--- src/rtl/mem_arbiter.sv ---
// Two-port arbiter sharing one single-port synchronous memory between
// instruction fetch and load/store, with data priority and a fetch starvation guard.
module mem_arbiter #(
    parameter int AW             = 32,
    parameter int DW             = 32,
    parameter int MEM_LAT        = 1,
    parameter int MAX_DATA_BURST = 4
) (
    input  logic          clk,
    input  logic          reset,
    input  logic          if_req,
    input  logic [AW-1:0] if_addr,
    output logic [DW-1:0] if_rdata,
    output logic          if_ack,
    input  logic          d_req,
    input  logic          d_we,
    input  logic [AW-1:0] d_addr,
    input  logic [DW-1:0] d_wdata,
    output logic [DW-1:0] d_rdata,
    output logic          d_ack,
    output logic          mem_en,
    output logic          mem_we,
    output logic [AW-1:0] mem_addr,
    output logic [DW-1:0] mem_wdata,
    input  logic [DW-1:0] mem_rdata,
    output logic          busy
);

    localparam logic [1:0] IDLE  = 2'd0;
    localparam logic [1:0] ISSUE = 2'd1;
    localparam logic [1:0] WAIT  = 2'd2;
    localparam logic [1:0] ACK   = 2'd3;

    localparam int SW = $clog2(MAX_DATA_BURST + 1);
    localparam logic [SW-1:0] STREAK_MAX = SW'(MAX_DATA_BURST);
    localparam logic [2:0]    LAT_LOAD   = 3'(MEM_LAT - 1);

    logic [1:0]    state;
    logic          gnt_d;
    logic [2:0]    lat_cnt;
    logic [SW-1:0] streak;

    logic force_if;
    logic pick_d;
    logic any_req;

    // Fetch overrides data priority once the data streak has saturated.
    always_comb begin
        force_if = if_req && (streak == STREAK_MAX);
        pick_d   = d_req && !force_if;
        any_req  = d_req || if_req;
    end

    always_ff @(posedge clk) begin
        if (!reset) begin
            state     <= IDLE;
            gnt_d     <= 1'b0;
            lat_cnt   <= 3'd0;
            streak    <= '0;
            if_rdata  <= '0;
            if_ack    <= 1'b0;
            d_rdata   <= '0;
            d_ack     <= 1'b0;
            mem_en    <= 1'b0;
            mem_we    <= 1'b0;
            mem_addr  <= '0;
            mem_wdata <= '0;
            busy      <= 1'b0;
        end else begin
            if_ack <= 1'b0;
            d_ack  <= 1'b0;
            mem_en <= 1'b0;
            case (state)
                IDLE: begin
                    if (any_req) begin
                        gnt_d  <= pick_d;
                        mem_en <= 1'b1;
                        busy   <= 1'b1;
                        state  <= ISSUE;
                        if (pick_d) begin
                            mem_we    <= d_we;
                            mem_addr  <= d_addr;
                            mem_wdata <= d_wdata;
                            if (if_req && (streak != STREAK_MAX))
                                streak <= streak + SW'(1);
                            else if (!if_req)
                                streak <= '0;
                        end else begin
                            mem_we   <= 1'b0;
                            mem_addr <= if_addr;
                            streak   <= '0;
                        end
                    end
                end
                ISSUE: begin
                    if (mem_we) begin
                        d_ack  <= gnt_d;
                        if_ack <= !gnt_d;
                        state  <= ACK;
                    end else begin
                        lat_cnt <= LAT_LOAD;
                        state   <= WAIT;
                    end
                end
                WAIT: begin
                    if (lat_cnt == 3'd0) begin
                        if (gnt_d) begin
                            d_rdata <= mem_rdata;
                            d_ack   <= 1'b1;
                        end else begin
                            if_rdata <= mem_rdata;
                            if_ack   <= 1'b1;
                        end
                        state <= ACK;
                    end else begin
                        lat_cnt <= lat_cnt - 3'd1;
                    end
                end
                default: begin
                    busy  <= 1'b0;
                    state <= IDLE;
                end
            endcase
        end
    end

endmodule

--- config.mk ---
export PLATFORM = sky130hd
export DESIGN_NAME = mem_arbiter
export DESIGN_NICKNAME = d
export VERILOG_FILES = /design/src/rtl/mem_arbiter.sv
export SDC_FILE = /design/constraint.sdc
export NUM_CORES = 1
export LEC_CHECK = 0
export ABC_AREA = 1
export CORE_UTILIZATION = 36
export CTS_CLUSTER_SIZE = 30
export DETAILED_ROUTE_END_ITERATION = 16
export HOLD_SLACK_MARGIN = 0.03
export PLACE_DENSITY = 0.74
export SYNTH_ARGS = -nofsm -noshare
export SYNTH_HDL_FRONTEND = slang
export SYNTH_SLANG_ARGS = --single-unit
--- constraint.sdc ---
create_clock -name clk -period 1.4 [get_ports clk]
set_input_delay 0.35 -clock clk [delete_from_list [all_inputs] [get_ports clk]]
set_output_delay 0.35 -clock clk [all_outputs]
set_load 0.02 [all_outputs]
## Yosys cells after proc, flatten, opt, wreduce, memory -nomap -nowiden

Index checks and enable logic that the tools add are counted.

| operators by class | value |
|---|---|
| add/sub/neg operators | 2 |
| eq/ne operators | 9 |
| multiplexer cells | 23 |
| bitwise logic cells | 2 |
| reductions and logical operators | 19 |

Operators with widths:

| kind | number |
|---|---|
| 32-bit 2-to-1 mux | 1 |
| 3-bit 2-to-1 mux | 5 |
| 3-bit AND reduction | 5 |
| 1-bit 2-to-1 mux | 10 |
| 2-bit != test (second input constant) | 4 |
| 2-bit AND reduction | 4 |
| 1-bit case mux with 2 select lines | 3 |
| 2-bit case mux with 3 select lines | 1 |
| 3-bit case mux with 2 select lines | 1 |
| 2-bit 2-to-1 mux | 2 |
| 3-bit by 1-bit adder with 3-bit output (second input constant) | 1 |
| 3-bit equality test (second input constant) | 1 |
| 1-bit logical AND | 3 |
| 3-bit zero test | 1 |
| 3-bit by 2-bit != test with 1-bit output (second input constant) | 1 |
| 3-bit != test (second input constant) | 1 |
| 3-bit by 1-bit subtractor with 3-bit output (second input constant) | 1 |
| 2-bit by 1-bit equality test with 1-bit output (second input constant) | 1 |
| 2-bit equality test (second input constant) | 1 |
| 1-bit zero test | 2 |
| 2-bit zero test | 1 |
| 1-bit inverter | 2 |
| 2-bit nonzero test | 1 |
| 2-bit OR reduction | 1 |
| 1-bit logical OR | 1 |

| storage, ports and cells | value |
|---|---|
| register bits | 142 |
| bits of input ports | 133 |
| output and inout port bits | 133 |
| logic and storage cells | 68 |

## Logic depth before layout (Yosys ltp)

| logic depth | value |
|---|---|
| depth after elaboration | 6 |
| gate-level depth with buffers | 9 |
| depth with buffers taken out | 9 |

## Worst setup path after synthesis

OpenSTA, ideal clock, no wires.

| path | value |
|---|---|
| kind | reg-to-reg |
| from | register lat_cnt[0] |
| to | register if_rdata[21] |
| setup time | 64 ps |
| arrival time | 1360 ps |
| required time | 1336 ps |
| setup slack | -25 ps |
| cell stages (with the launch flop) | 10 |
| path buffers | 1 |
| period minus slack after synthesis | 1425 ps |
| cell sequence | dfxtp_1 -> inv_1 -> ha_1 -> ha_1 -> nand2_2 -> nor2_4 -> inv_2 -> clkbuf_1 -> nor2_1 -> nor2_1 |

| on the way | value |
|---|---|
| longest elaborated chain between the ends | 2 |

RTL lines:

| element | line | source |
|---|---|---|
| start, declared | 40 | `logic [2:0] lat_cnt;` |
| start signal, assigned | 116 | `lat_cnt <= lat_cnt - 3'd1;` |
| 3-bit zero test | 106 | `if (lat_cnt == 3'd0) begin` |
| 3-bit AND reduction (no source line) | n/a |  |
| end signal, assigned | 111 | `if_rdata <= mem_rdata;` |
| end, declared | 13 | `output logic [DW-1:0] if_rdata,` |

No other way between the ends.
A chain may end at the register's enable or synchronous reset.

## Worst setup path after layout

| path | value |
|---|---|
| from | register lat_cnt[1] |
| to | register if_rdata[8] |

Same word-level chain as after synthesis.

==> impl_metrics.toml <==
[min_path]
holdCritStartpoint = "reset"
hold_path_class = "input port to register"
holdPathEnd = "state[0]$_SDFFE_PN0P_"
whs_path_depth = 3

[cells_and_area]
final_common_cell = "dfxtp_1"
area_delta_synth_final_pct = 70.9
final.fill_count = 1422
final_cells = 1326
antennaDiodeCount = 0
register_area_um2 = 2850
layout.nets = 1238
layout_common_cells = "138 x dfxtp_1, 130 x clkdlybuf4s50_1, 117 x nand2_1"
drive_above_1_share_pct = 30.5
multi_input_area_um2 = 3000

[critical_path]
crit_path_start_kind = "register"
cp_slowest_cell = "dfxtp_2"
crit_family = "buffers and inverters"
slowest_delay_ns = 0.32
crit_chain = "inv_2 -> ha_4 -> ha_4 -> nand2_4 -> buf_12 -> nor2_4 -> inv_4 -> buf_12 -> nor2_4 -> nor2_1"
r2r_slack_ns = -0.07
rr_endpoint = "if_rdata[8]$_SDFFE_PN0P_"
worstSetupPathType = "register to register"
r2r_start = "lat_cnt[1]$_SDFFE_PN0P_"
cp.arrival_ns = 1.78
path_depth = 10
critPathMaxFanout = 9
critPathBufInv = 4
worstRegToRegCells = 10
setup.worst_path.end_class = "register"
cp_data_required_time_ns = 1.71

[synth]
synth_edf_count = 0
synth_top_cell_area_share_pct = 48.1
synth_seq_area_share_pct = 48.1
netlist-cell-type-count = 20
synthArstFlopShare_pct = 0
synthTopCellsByArea = "dfxtp_1 48%, nor2_1 9.0%, a21oi_1 8.9%, nand2_1 7.8%, nand3_1 5.7%"
yosysWarnings = 0
synth.avg_cell_area_um2 = 7.27
ys_seq_elements = 142
syn_nets = 954
synth_area_um2 = 5910
syn_inst = 813
synth_top_cell_by_area = "dfxtp_1"
synth_flop_cell = "dfxtp_1"

[timing]
final-setup-viol-count = 59
final_hold_viol_count = 0
skew_ns = 0.00961
slew_headroom_pct = 72.5
timing.hold.ws_ns = 0.277
report.final.slew_viol_count = 0
rsz0062_at_grt = "true"
worst_pin_slew_ns = 0.412
min_period_ns = 1.47
clock.fmax_mhz = 678
fin_crit_sh_pct = 105
fin_ws_ns = -0.0747

[clocking]
root_buffer = "clkbuf_16"
clk_latency_ns = 0.42
clk_pin_slew_ns = 0.06
cts_buffers = 17
cts_sinks = 142
clk_path_buf_depth = 2
ctsHtreeMaxLevel = 4
cts_tree = "built"

[status]
failed_checks = "negative setup slack"
status = "finished, violations left"

[power_and_ir_drop]
power.leakage_uw = 0.00441
powerDensity_nw_per_um2 = 1840
fin_total_pwr_uw = 18500
max-vdd-ir-drop_v = 0.000946

[grt]
track_usage_pct = 23.7
antenna_found_initial = 0
grt_pass1_wl_um = 31000
grt_max_degree = 76
grt-ovfl-total = 0
grt_pass1_vias = 6125

[die]
initial_utilization_pct = 37.1
ioPinCount = 266
rows = 46
fp.dieW_um = 130
die-height_um = 130
dieArea_um2 = 16900
coreArea_um2 = 15900

[place]
dpl.hpwl_um = 13100
placedCellCount = 1272
numPortBuffers = 265
routabilityCongestion = 0.772

[routing]
wl_um = 21000
wire_per_inst_um = 15.8
vias_per_cell = 4.97
drcViolationCount = 0
ant_nets = 0
vias = 6596
first_pass_iters = 5
drt-initial-drc-count = 292

[job]
cap_viol_max_count = 0
-- area by class of cell --
class	instances	share of cell area [%]
well taps	216	2.68
multi-input cells	553	29.7
clock inverters	13	1.78
flip-flops and latches	142	28.2
inverters	52	1.96
clock buffers	19	4.48
repair buffers	331	31.2
-- per-layer routing --
| layer | track usage (%) | wire (um) | vias up |
|---|---|---|---|
| met5 | 0 | 0 | - |
| met3 | 8.69 | 2020 | 31 |
| met4 | 8.21 | 435 | 0 |
| met2 | 41.0 | 10400 | 277 |
| met1 | 26.7 | 8090 | 3032 |
| li1 | - | - | 3256 |
-- cell usage after synthesis (2+ instances only) --
library cell  number
a21oi_1          105
buf_1              4
buf_2             29
buf_4              8
clkbuf_1          25
dfxtp_1          142
ha_1               8
inv_1             48
inv_2              4
nand2_1          123
nand3_1           67
nand3_2            2
nand4_1           34
nor2_1           141
o21ai_0           18
o21ai_1           51
-- cells by family (layout without fill, tap and decap cells) --
| logic type | Yosys count | in the layout | share of synthesized area, % |
|---|---|---|---|
| simple gates | 371 | 371 | 26.9 |
| buf+inv | 118 | 415 | 8.62 |
| compound gates | 174 | 174 | 14.7 |
| fa+ha+maj | 8 | 8 | 1.69 |
| flops | 142 | 142 | 48.1 |
-- tightest hold or removal path, delay by kind of cell --
| kind | cells | cell delay (ns) |
|---|---|---|
| buffers and inverters | 1 | 0.17 |
| AND/OR/NAND/NOR | 2 | 0.12 |
-- power by group --
group          leakage [uW]  total [uW]  internal (uW)  switching, uW
sequential          0.00116        5600           5050            546
combinational       0.00294        8140           3430           4710
clock              0.000304        4800           2950           1860
total               0.00441       18500          11400           7110
-- metrics by stage --
stage          worst slack [ns]  util [%]  area (um2)  setup TNS (ns)
2_1_floorplan           -0.0127         -        5910          -0.380
3_3_place_gp             -0.300      56.3        8980          -21.66
3_5_place_dp             -0.339      56.3        8980          -25.45
4_1_cts                 -0.0696      63.2       10100           -2.95
5_1_grt                  -0.145      63.4       10100           -7.98
6_report                -0.0747      63.4       10100           -2.80
-- state kept, by name, indices dropped and copies added (netlist names), 2 cells and up --
register / count
lat_cnt: 3
state: 2
streak: 3
if_rdata: 32
d_rdata: 32
mem_addr: 32
mem_wdata: 32
-- how the worst max path moves through the flow --
stage,slack [ns],from,end
finish,-0.07,lat_cnt[1]$_SDFFE_PN0P_,if_rdata[8]$_SDFFE_PN0P_
global route,-0.14,lat_cnt[1]$_SDFFE_PN0P_,if_rdata[20]$_SDFFE_PN0P_
CTS,-0.07,lat_cnt[1]$_SDFFE_PN0P_,if_rdata[17]$_SDFFE_PN0P_
detailed placement,-0.34,if_req,mem_addr[27]$_SDFFE_PN0P_
global placement,-0.30,if_req,mem_addr[1]$_SDFFE_PN0P_
floorplan,-0.01,lat_cnt[0]$_SDFFE_PN0P_,d_rdata[10]$_SDFFE_PN0P_
-- what timing repair did --
action / 4_1_cts / 5_1_grt
hold buffers: 0 / 0
endpoints found under the setup margin: 256 / 227
gates cloned: 4 / 6
pin swaps: 6 / 35
endpoints found under the hold margin: 0 / 0
resized for setup: 469 / 197
buffers inserted: 7 / 6
Note: power is estimated with default switching activity, not from simulation.
